$ cat src/rtl/mult_issue_seq.sv
// mult_issue_seq: operand FIFO and issue sequencer in front of the radix-4 Booth
// multiplier. Pops one operand pair at a time, runs the start/busy/irq/ack
// handshake with a watchdog, and holds each product on a valid/ready port.
module mult_issue_seq #(
    parameter int DEPTH   = 4,
    parameter int TIMEOUT = 63
) (
    input  logic                     clk,
    input  logic                     resetn,
    input  logic                     in_valid,
    output logic                     in_ready,
    input  logic [15:0]              in_a,
    input  logic [15:0]              in_b,
    output logic                     out_valid,
    input  logic                     out_ready,
    output logic [31:0]              out_result,
    output logic                     out_error,
    output logic [$clog2(DEPTH):0]   level,
    output logic                     mul_start,
    output logic [15:0]              mul_a,
    output logic [15:0]              mul_b,
    output logic                     mul_irq_enable,
    output logic                     mul_ack,
    input  logic                     mul_busy,
    input  logic                     mul_irq,
    input  logic [31:0]              mul_result
);

    localparam int AW = $clog2(DEPTH);
    localparam int LW = AW + 1;
    // Watchdog only needs to count 0..TIMEOUT-1
    localparam int WW = (TIMEOUT > 1) ? $clog2(TIMEOUT) : 1;

    typedef enum logic [2:0] {
        S_IDLE,
        S_ISSUE,
        S_WAIT,
        S_ACK,
        S_OUTPUT
    } state_t;

    state_t          state_q, state_d;

    logic [31:0]     mem_q [DEPTH];
    logic [AW-1:0]   wr_ptr_q, wr_ptr_d;
    logic [AW-1:0]   rd_ptr_q, rd_ptr_d;
    logic [LW-1:0]   level_q, level_d;
    logic [31:0]     head;
    logic            push;
    logic            pop;

    logic [WW-1:0]   wd_q, wd_d;
    logic [15:0]     mul_a_q, mul_a_d;
    logic [15:0]     mul_b_q, mul_b_d;
    logic            mul_start_q, mul_start_d;
    logic            mul_ack_q, mul_ack_d;
    logic            out_valid_q, out_valid_d;
    logic [31:0]     out_result_q, out_result_d;
    logic            out_error_q, out_error_d;
    logic            irq_en_q;

    // in_ready looks at pre-pop occupancy, so a full FIFO refuses a push even
    // in the cycle the FSM pops it
    assign in_ready = (level_q != LW'(DEPTH));
    assign push     = in_valid && in_ready;
    assign head     = mem_q[rd_ptr_q];

    // FIFO storage write; contents need no reset since level gates every read
    always_ff @(posedge clk) begin
        if (push) begin
            mem_q[wr_ptr_q] <= {in_a, in_b};
        end
    end

    // FIFO pointer and occupancy next-state; pop is requested by the FSM
    always_comb begin
        wr_ptr_d = wr_ptr_q;
        rd_ptr_d = rd_ptr_q;
        level_d  = level_q;
        if (push) begin
            wr_ptr_d = wr_ptr_q + AW'(1);
        end
        if (pop) begin
            rd_ptr_d = rd_ptr_q + AW'(1);
        end
        if (push && !pop) begin
            level_d = level_q + LW'(1);
        end else if (pop && !push) begin
            level_d = level_q - LW'(1);
        end
    end

    // FIFO pointer and occupancy registers
    always_ff @(posedge clk) begin
        if (!resetn) begin
            wr_ptr_q <= '0;
            rd_ptr_q <= '0;
            level_q  <= '0;
        end else begin
            wr_ptr_q <= wr_ptr_d;
            rd_ptr_q <= rd_ptr_d;
            level_q  <= level_d;
        end
    end

    // Sequencer next-state and registered-output logic
    always_comb begin
        state_d      = state_q;
        pop          = 1'b0;
        mul_start_d  = 1'b0;
        mul_a_d      = mul_a_q;
        mul_b_d      = mul_b_q;
        mul_ack_d    = mul_ack_q;
        wd_d         = wd_q;
        out_valid_d  = out_valid_q;
        out_result_d = out_result_q;
        out_error_d  = out_error_q;
        case (state_q)
            S_IDLE: begin
                if (level_q != '0 && !mul_busy) begin
                    mul_a_d     = head[31:16];
                    mul_b_d     = head[15:0];
                    mul_start_d = 1'b1;
                    pop         = 1'b1;
                    state_d     = S_ISSUE;
                end
            end
            S_ISSUE: begin
                wd_d    = '0;
                state_d = S_WAIT;
            end
            S_WAIT: begin
                // irq is tested first so it wins over a same-cycle timeout
                if (mul_irq) begin
                    out_result_d = mul_result;
                    out_error_d  = 1'b0;
                    mul_ack_d    = 1'b1;
                    state_d      = S_ACK;
                end else if (wd_q == WW'(TIMEOUT - 1)) begin
                    out_result_d = '0;
                    out_error_d  = 1'b1;
                    mul_ack_d    = 1'b1;
                    state_d      = S_ACK;
                end else begin
                    wd_d = wd_q + WW'(1);
                end
            end
            S_ACK: begin
                if (!mul_busy && !mul_irq) begin
                    mul_ack_d   = 1'b0;
                    out_valid_d = 1'b1;
                    state_d     = S_OUTPUT;
                end
            end
            S_OUTPUT: begin
                if (out_ready) begin
                    out_valid_d = 1'b0;
                    state_d     = S_IDLE;
                end
            end
            default: begin
                state_d = S_IDLE;
            end
        endcase
    end

    // Sequencer state and output registers
    always_ff @(posedge clk) begin
        if (!resetn) begin
            state_q      <= S_IDLE;
            wd_q         <= '0;
            mul_a_q      <= '0;
            mul_b_q      <= '0;
            mul_start_q  <= 1'b0;
            mul_ack_q    <= 1'b0;
            out_valid_q  <= 1'b0;
            out_result_q <= '0;
            out_error_q  <= 1'b0;
            irq_en_q     <= 1'b0;
        end else begin
            state_q      <= state_d;
            wd_q         <= wd_d;
            mul_a_q      <= mul_a_d;
            mul_b_q      <= mul_b_d;
            mul_start_q  <= mul_start_d;
            mul_ack_q    <= mul_ack_d;
            out_valid_q  <= out_valid_d;
            out_result_q <= out_result_d;
            out_error_q  <= out_error_d;
            irq_en_q     <= 1'b1;
        end
    end

    assign level          = level_q;
    assign mul_start      = mul_start_q;
    assign mul_a          = mul_a_q;
    assign mul_b          = mul_b_q;
    assign mul_ack        = mul_ack_q;
    assign mul_irq_enable = irq_en_q;
    assign out_valid      = out_valid_q;
    assign out_result     = out_result_q;
    assign out_error      = out_error_q;

endmodule

$ cat config.mk
export PLATFORM = sky130hd
export DESIGN_NAME = mult_issue_seq
export DESIGN_NICKNAME = d
export VERILOG_FILES = /design/src/rtl/mult_issue_seq.sv
export SDC_FILE = /design/constraint.sdc
export NUM_CORES = 1
export LEC_CHECK = 0
export ABC_AREA = 0
export ABC_CLOCK_PERIOD_IN_PS = 3350
export CORE_ASPECT_RATIO = 0.7
export CORE_MARGIN = 5
export CORE_UTILIZATION = 62
export DETAILED_ROUTE_END_ITERATION = 8
export DONT_BUFFER_PORTS = 1
export GPL_ROUTABILITY_DRIVEN = 1
export GPL_TIMING_DRIVEN = 0
export PLACE_DENSITY = 0.89
export SETUP_SLACK_MARGIN = 0.02
export SYNTH_ARGS = -nofsm -noshare
export SYNTH_HDL_FRONTEND = slang
export SYNTH_SLANG_ARGS = --single-unit
$ cat constraint.sdc
create_clock -name clk -period 3.35 [get_ports clk]
set_clock_uncertainty 0.05 [all_clocks]
set_input_delay 0.1675 -clock clk [delete_from_list [all_inputs] [get_ports clk]]
set_output_delay 0.1675 -clock clk [all_outputs]
set_load 0.01 [all_outputs]
==> reports/metrics.csv, run 1 <==
metric,value,unit
met1 WL,6320,um
WL final,16900,um
final setup fails,0,
post-synth cell types,44,
Post-Synthesis Cells,507,
measured slew at the worst slew-check pin,0.930,ns
clock transition at the registers of the reported paths,0.07,ns
ANT cells,0,
crit start category,flip-flop,
Layout Cells excl Fill,774,
"FFs w/ async S/R, synth",0,
Seq pwr share,0.475,
DRT Pass-1 Iters,5,
CTS root buf,clkbuf_16,
Hold WS,0.0436,ns
pre-CTS setup slack,0.572,ns
Mapped Area,7860,um2
Mapped Avg Cell Area,15.5,um2
initial drt markers,493,
global placement routability congestion,0.779,
worst-path maximum fanout,10,
placed insts,669,
placed wire-length estimate,10100,um
Residual DRC,0,
Final Hold Viols,0,
setup ws final,0.554,ns
min cycle time layout,2.80,ns
combinational power share,0.194,
share of layout cells above drive strength 1,0.150,
NetSw,1.94,mW
Hold/Removal Path Class,input pin to flip-flop,
Setup crit end kind,flip-flop,
H-tree depth,1,
"antenna viol nets, final",0,
Synth warnings,0,
worst reg-to-reg setup slack,0.55,ns
CTS Sinks,213,
vias in the first global route,4806,
part of the power in the clock network,0.331,
routed via count,4665,
sequential fraction of the synthesis area,0.706,
post-place instance area,8070,um2
I/O Pins,143,
share of the synthesized area in the top cell type,0.489,
TritonCTS buffer count,20,
worst skew pair latency,0.48,ns
Synth area leader,edfxtp_1,
Final Util,0.762,
Die ar.,15100,um2
top post-synthesis cells by count,"edfxtp_1, dfxtp_1, nand2_1, a22o_1, mux4_2",
"Power, Total",7.20,mW
ys flop type,edfxtp_1,
fin crit share,0.835,
Crit Path Class,flip-flop to flip-flop,
met2 WL post-DR,8530,um
Total GRT Usage,0.222,
total grt overflow,0,
final setup TNS,0,ns
Peak supply drop,550,uV
LEAKAGE,3.28,nW
clock tree buffer depth,3,
max-cap violations,0,
cell area after layout,9460,um2
synth-to-layout area growth,20.4,%
Max Used Layer,met4,
CORE AREA,12400,um2
first-pass GRT wire length,26000,um
fin nets,676,
largest cells by area after synthesis,"edfxtp_1, dfxtp_1, mux4_2, nand2_1, a22o_1",
Pint,5.26,mW
Slew HR,0.380,
num rows,34,
Slew Limit Fails,0,
Post-synth EDFFs,128,
status,completed,
Switching Share,0.269,
Yosys reg bits,213,
IO buf count,0,
PostCTS Resize Cnt,0,
Max Freq,0.358,GHz
CTS tree,yes,
Die Y,104,um
vias per inst,6.03,
syn nets,585,
routed len/inst,21.8,um
Die W,145,um
RSZ-0062 raised after global routing,no,
pin count of the biggest net entering global routing,33,
top-count cell post-synth,edfxtp_1,
Starting Density,0.633,
CP required,3.70,ns
antenna violations before repair,0,
Critical Path AT,3.15,ns
Routed met3 length,1650,um
PD cells,761,nW/um2
-- critical path: stages, from the launching register on --
cell and delay (ns):
dfxtp_1 0.40, or3_1 0.40, and3_1 0.19, buf_4 0.18
clkinv_4 0.08, buf_6 0.15, ha_1 0.19, inv_1 0.06
fa_1 0.37, xor2_1 0.18, or3_1 0.31, a21boi_0 0.16
-- worst paths after layout --
kind / endpoint / depth (start not counted) / startpoint
setup reg to reg: level[2] / 11 / level[0]
hold reg to reg: mul_b[2] / 2 / mul_b[2]
setup / recovery: level[2] / 11 / level[0]
hold / removal: out_result[0] / 2 / resetn
-- cell type report --
cell class	count	area [um2]
fillers	739	2960
inverters	10	42.5
multi-input cells	255	2090
plain buffers	29	183
well taps	162	203
repair buffers	69	691
clock buffers	30	599
flip-flops and latches	213	5550
clock inverters	6	108
-- power groups by stage --
stage          combinational (mW)  sequential [mW]  clock, mW
5_1_grt                      1.54             3.46       2.54
3_3_place_gp                 1.26             3.46          0
6_report                     1.39             3.42       2.38
2_1_floorplan                1.04             3.40          0
3_5_place_dp                 1.31             3.48          0
4_1_cts                      1.41             3.42       2.41
-- cell families (layout without fill, tap and decap cells) --
family	Yosys count	in the layout	share of synthesized area
DFF	213	213	0.706
buffers and inverters	39	144	0.0287
xor gates and xnor gates	4	4	0.00446
adders and majority gates	8	8	0.0137
muxes	35	35	0.0955
and+or+nand+nor	119	119	0.0686
AOI/OAI and AO/OA	89	89	0.0833
-- layer usage --
metal	track usage	vias to the layer above
met5	0	-
li1	-	2088
met1	0.275	2302
met2	0.378	233
met3	0.0689	42
met4	0.0599	0
-- cells in the final DEF, fill, tap and decap left out, types with 10 or more instances in the layout --
cell           instances
clkbuf_1              12
dlygate4sd3_1         69
nand2_1               80
a21boi_1              17
edfxtp_1             128
dfxtp_1               85
mux4_2                32
a22o_1                32
inv_1                 10
a21oi_1               17
clkbuf_16             21
buf_2                 11
-- registers in the layout, summed over array words and instances, names as in the netlist --
signal and count:
mul_a 16, mem_q 128, state_q 3, out_error 1
mul_irq_enable 1, level 3, out_result 32, wr_ptr_q 2
wd_q 6, mul_b 16, mul_start 1, mul_ack 1
rd_ptr_q 2, out_valid 1
-- repair_timing --
item	4_1_cts	5_1_grt
hold buffers	69	0
endpoints found under the hold margin	177	0
setup buffers	0	0
setup endpoints to repair	0	0
(Power assumes the default switching activity.)
==> run 2, diff against run 1 <==
Settings changed: ABC_CLOCK_PERIOD_IN_PS 3350 to 2300, CORE_UTILIZATION 62 to 56, PLACE_DENSITY 0.89 to 0.85.
Clock period 3.35 ns to 2.3 ns, I/O delays scaled along.
==> reports/metrics.csv, run 2 (synthesized netlist as in run 1, its figures left out) <==
metric,value,unit,change
"slowest stage delay, CP",0.41,ns,was 0.40 ns
share of layout cells above drive strength 1,0.178,,was 0.150
Die Y,109,um,was 104 um
CP max-delay cell,or3_4,,was dfxtp_1
clock tree buffer depth,3,,unchanged
Peak supply drop,894,uV,was 550 uV
status,completed,,unchanged
CORE AREA,13800,um2,was 12400 um2
Total GRT Usage,0.212,,was 0.222
routed len/inst,21.9,um,was 21.8 um
CTS root buf,clkbuf_16,,unchanged
vias in the first global route,4927,,was 4806
first-pass GRT wire length,26800,um,was 26000 um
global placement routability congestion,0.787,,was 0.779
"Power, Total",10.5,mW,was 7.20 mW
H-tree depth,1,,unchanged
fin crit share,0.994,,was 0.835
Starting Density,0.568,,was 0.633
NetSw,2.91,mW,was 1.94 mW
Setup crit end kind,flip-flop,,unchanged
final setup fails,0,,unchanged
fin nets,683,,was 676
total grt overflow,0,,unchanged
part of the power in the clock network,0.313,,was 0.331
measured slew at the worst slew-check pin,0.931,ns,was 0.930 ns
"antenna viol nets, final",0,,unchanged
clock transition at the registers of the reported paths,0.07,ns,about the same
"delay-heaviest family, CP",simple AND/OR/NAND/NOR gates,,unchanged
Crit Path Class,flip-flop to flip-flop,,unchanged
synth-to-layout area growth,21.5,%,was 20.4%
RSZ-0062 raised after global routing,yes,,was no
CTS tree,yes,,unchanged
worst path buffer plus inverter count,2,,was 4
Slew HR,0.379,,was 0.380
Residual DRC,0,,unchanged
LEAKAGE,3.29,nW,was 3.28 nW
num rows,36,,was 34
Switching Share,0.276,,was 0.269
max-cap violations,0,,unchanged
Multi-input gate area,2130,um2,was 2090 um2
Final Hold Viols,0,,unchanged
most frequent cells in the layout,"edfxtp_1, dfxtp_1, nand2_1",,unchanged
PD cells,1100,nW/um2,was 761 nW/um2
Hold WS,0.0188,ns,was 0.0436 ns
crit start category,flip-flop,,unchanged
I/O Pins,143,,unchanged
Largest Register,mem_q,,unchanged
combinational power share,0.212,,was 0.194
CTS Sinks,213,,unchanged
worst-path maximum fanout,6,,was 10
CP Cell Sequence,"or3_4, and3_4, clkinv_8, ha_4, inv_2, fa_2, xor2_1, or3_1, a21boi_1",,"was or3_1, and3_1, buf_4, clkinv_4, buf_6, ha_1, inv_1, fa_1, xor2_1, or3_1, a21boi_0"
antenna violations before repair,1,,was 0
IO buf count,0,,unchanged
min cycle time layout,2.29,ns,was 2.80 ns
Max Freq,0.437,GHz,was 0.358 GHz
# fillers,923,,was 739
TritonCTS buffer count,20,,unchanged
WL final,17700,um,was 16900 um
FF+latch area,5550,um2,about the same
Hold/Removal Path Class,input pin to flip-flop,,unchanged
placed wire-length estimate,10300,um,was 10100 um
vias per inst,5.82,,was 6.03
pin count of the biggest net entering global routing,33,,unchanged
initial drt markers,353,,was 493
Die ar.,16500,um2,was 15100 um2
Largest register FFs,128,,unchanged
CP required,2.66,ns,was 3.70 ns
Critical Path AT,2.64,ns,was 3.15 ns
Die W,152,um,was 145 um
Pint,7.62,mW,was 5.26 mW
"most common cell after layout, fill and taps aside",edfxtp_1,,unchanged
routed via count,4705,,was 4665
DRT Pass-1 Iters,6,,was 5
Seq pwr share,0.476,,was 0.475
Slew Limit Fails,0,,unchanged
worst skew pair latency,0.49,ns,was 0.48 ns
run 2: cell count changes in the layout (fill, tap and decap cells not counted), moves of 2 or more:
| cell | change |
|---|---|
| dfxtp_1 | -3 |
| buf_4 | +8 |
| clkinv_2 | +5 |
| clkbuf_1 | -2 |
| inv_1 | -2 |
| clkbuf_8 | -2 |
| dfxtp_4 | +2 |
run 2: layer usage:
metal  GRT usage  part of all wire  vias up
met2       0.374              0.51      215
met3      0.0661             0.088       43
li1            -                 -     2120
met1       0.256              0.38     2327
met4      0.0564             0.019        0
met5           0                 0        -
run 2: area by class of cell:
cell class,instances,area share
clock buffer,26,0.0591
multi-input combinational,256,0.223
timing repair buffer,77,0.0784
clock inverter,9,0.00983
buffer,27,0.0172
inverter,10,0.00524
antenna,1,0.000262
sequential,213,0.582
tap,190,0.0249
run 2: worst register-to-register path, cell delays in order (launching register included):
cell and delay, ns:
dfxtp_4 0.38, or3_4 0.41, and3_4 0.21, clkinv_8 0.08
ha_4 0.13, inv_2 0.04, fa_2 0.32, xor2_1 0.15
or3_1 0.31, a21boi_1 0.13
run 2: path summary, 6_finish.rpt:
path                   from     endpoint  slack, ns  cells past startpoint
hold / removal     in_valid  wr_ptr_q[0]       0.02                      3
hold reg to reg   mul_a[14]    mul_a[14]       0.45                      2
setup / recovery   level[0]     level[2]       0.01                      9
setup reg to reg   level[0]     level[2]       0.01                      9
run 2: power groups by stage:
stage	Sequential, mW	Clock, mW	Combinational, mW
floorplan	4.96	0	1.54
global placement	5.05	0	1.88
detailed placement	5.08	0	1.95
CTS	5.00	3.34	2.12
global route	5.06	3.51	2.45
finish	5.00	3.29	2.23
run 2: metrics by stage:
step | worst slack, ns | instances | utilization | cell area [um2] | TNS (ns)
2_1_floorplan | -0.0539 | 507 | - | 7880 | -0.0539
3_3_place_gp | -0.652 | 697 | 0.587 | 8120 | -83.22
3_5_place_dp | -0.228 | 697 | 0.587 | 8120 | -19.92
4_1_cts | -0.106 | 799 | 0.686 | 9480 | -0.106
5_1_grt | -0.0676 | 809 | 0.690 | 9540 | -0.0676
6_report | 0.0138 | 809 | 0.690 | 9540 | 0
run 2: what timing repair did:
item / in CTS / in global routing
endpoints found under the setup margin: 130 / 98
cloned: 0 / 1
hold buffers: 68 / 0
resized for setup: 7 / 2
buffers inserted: 0 / 9
pin swaps: 0 / 3
endpoints found under the hold margin: 179 / 0
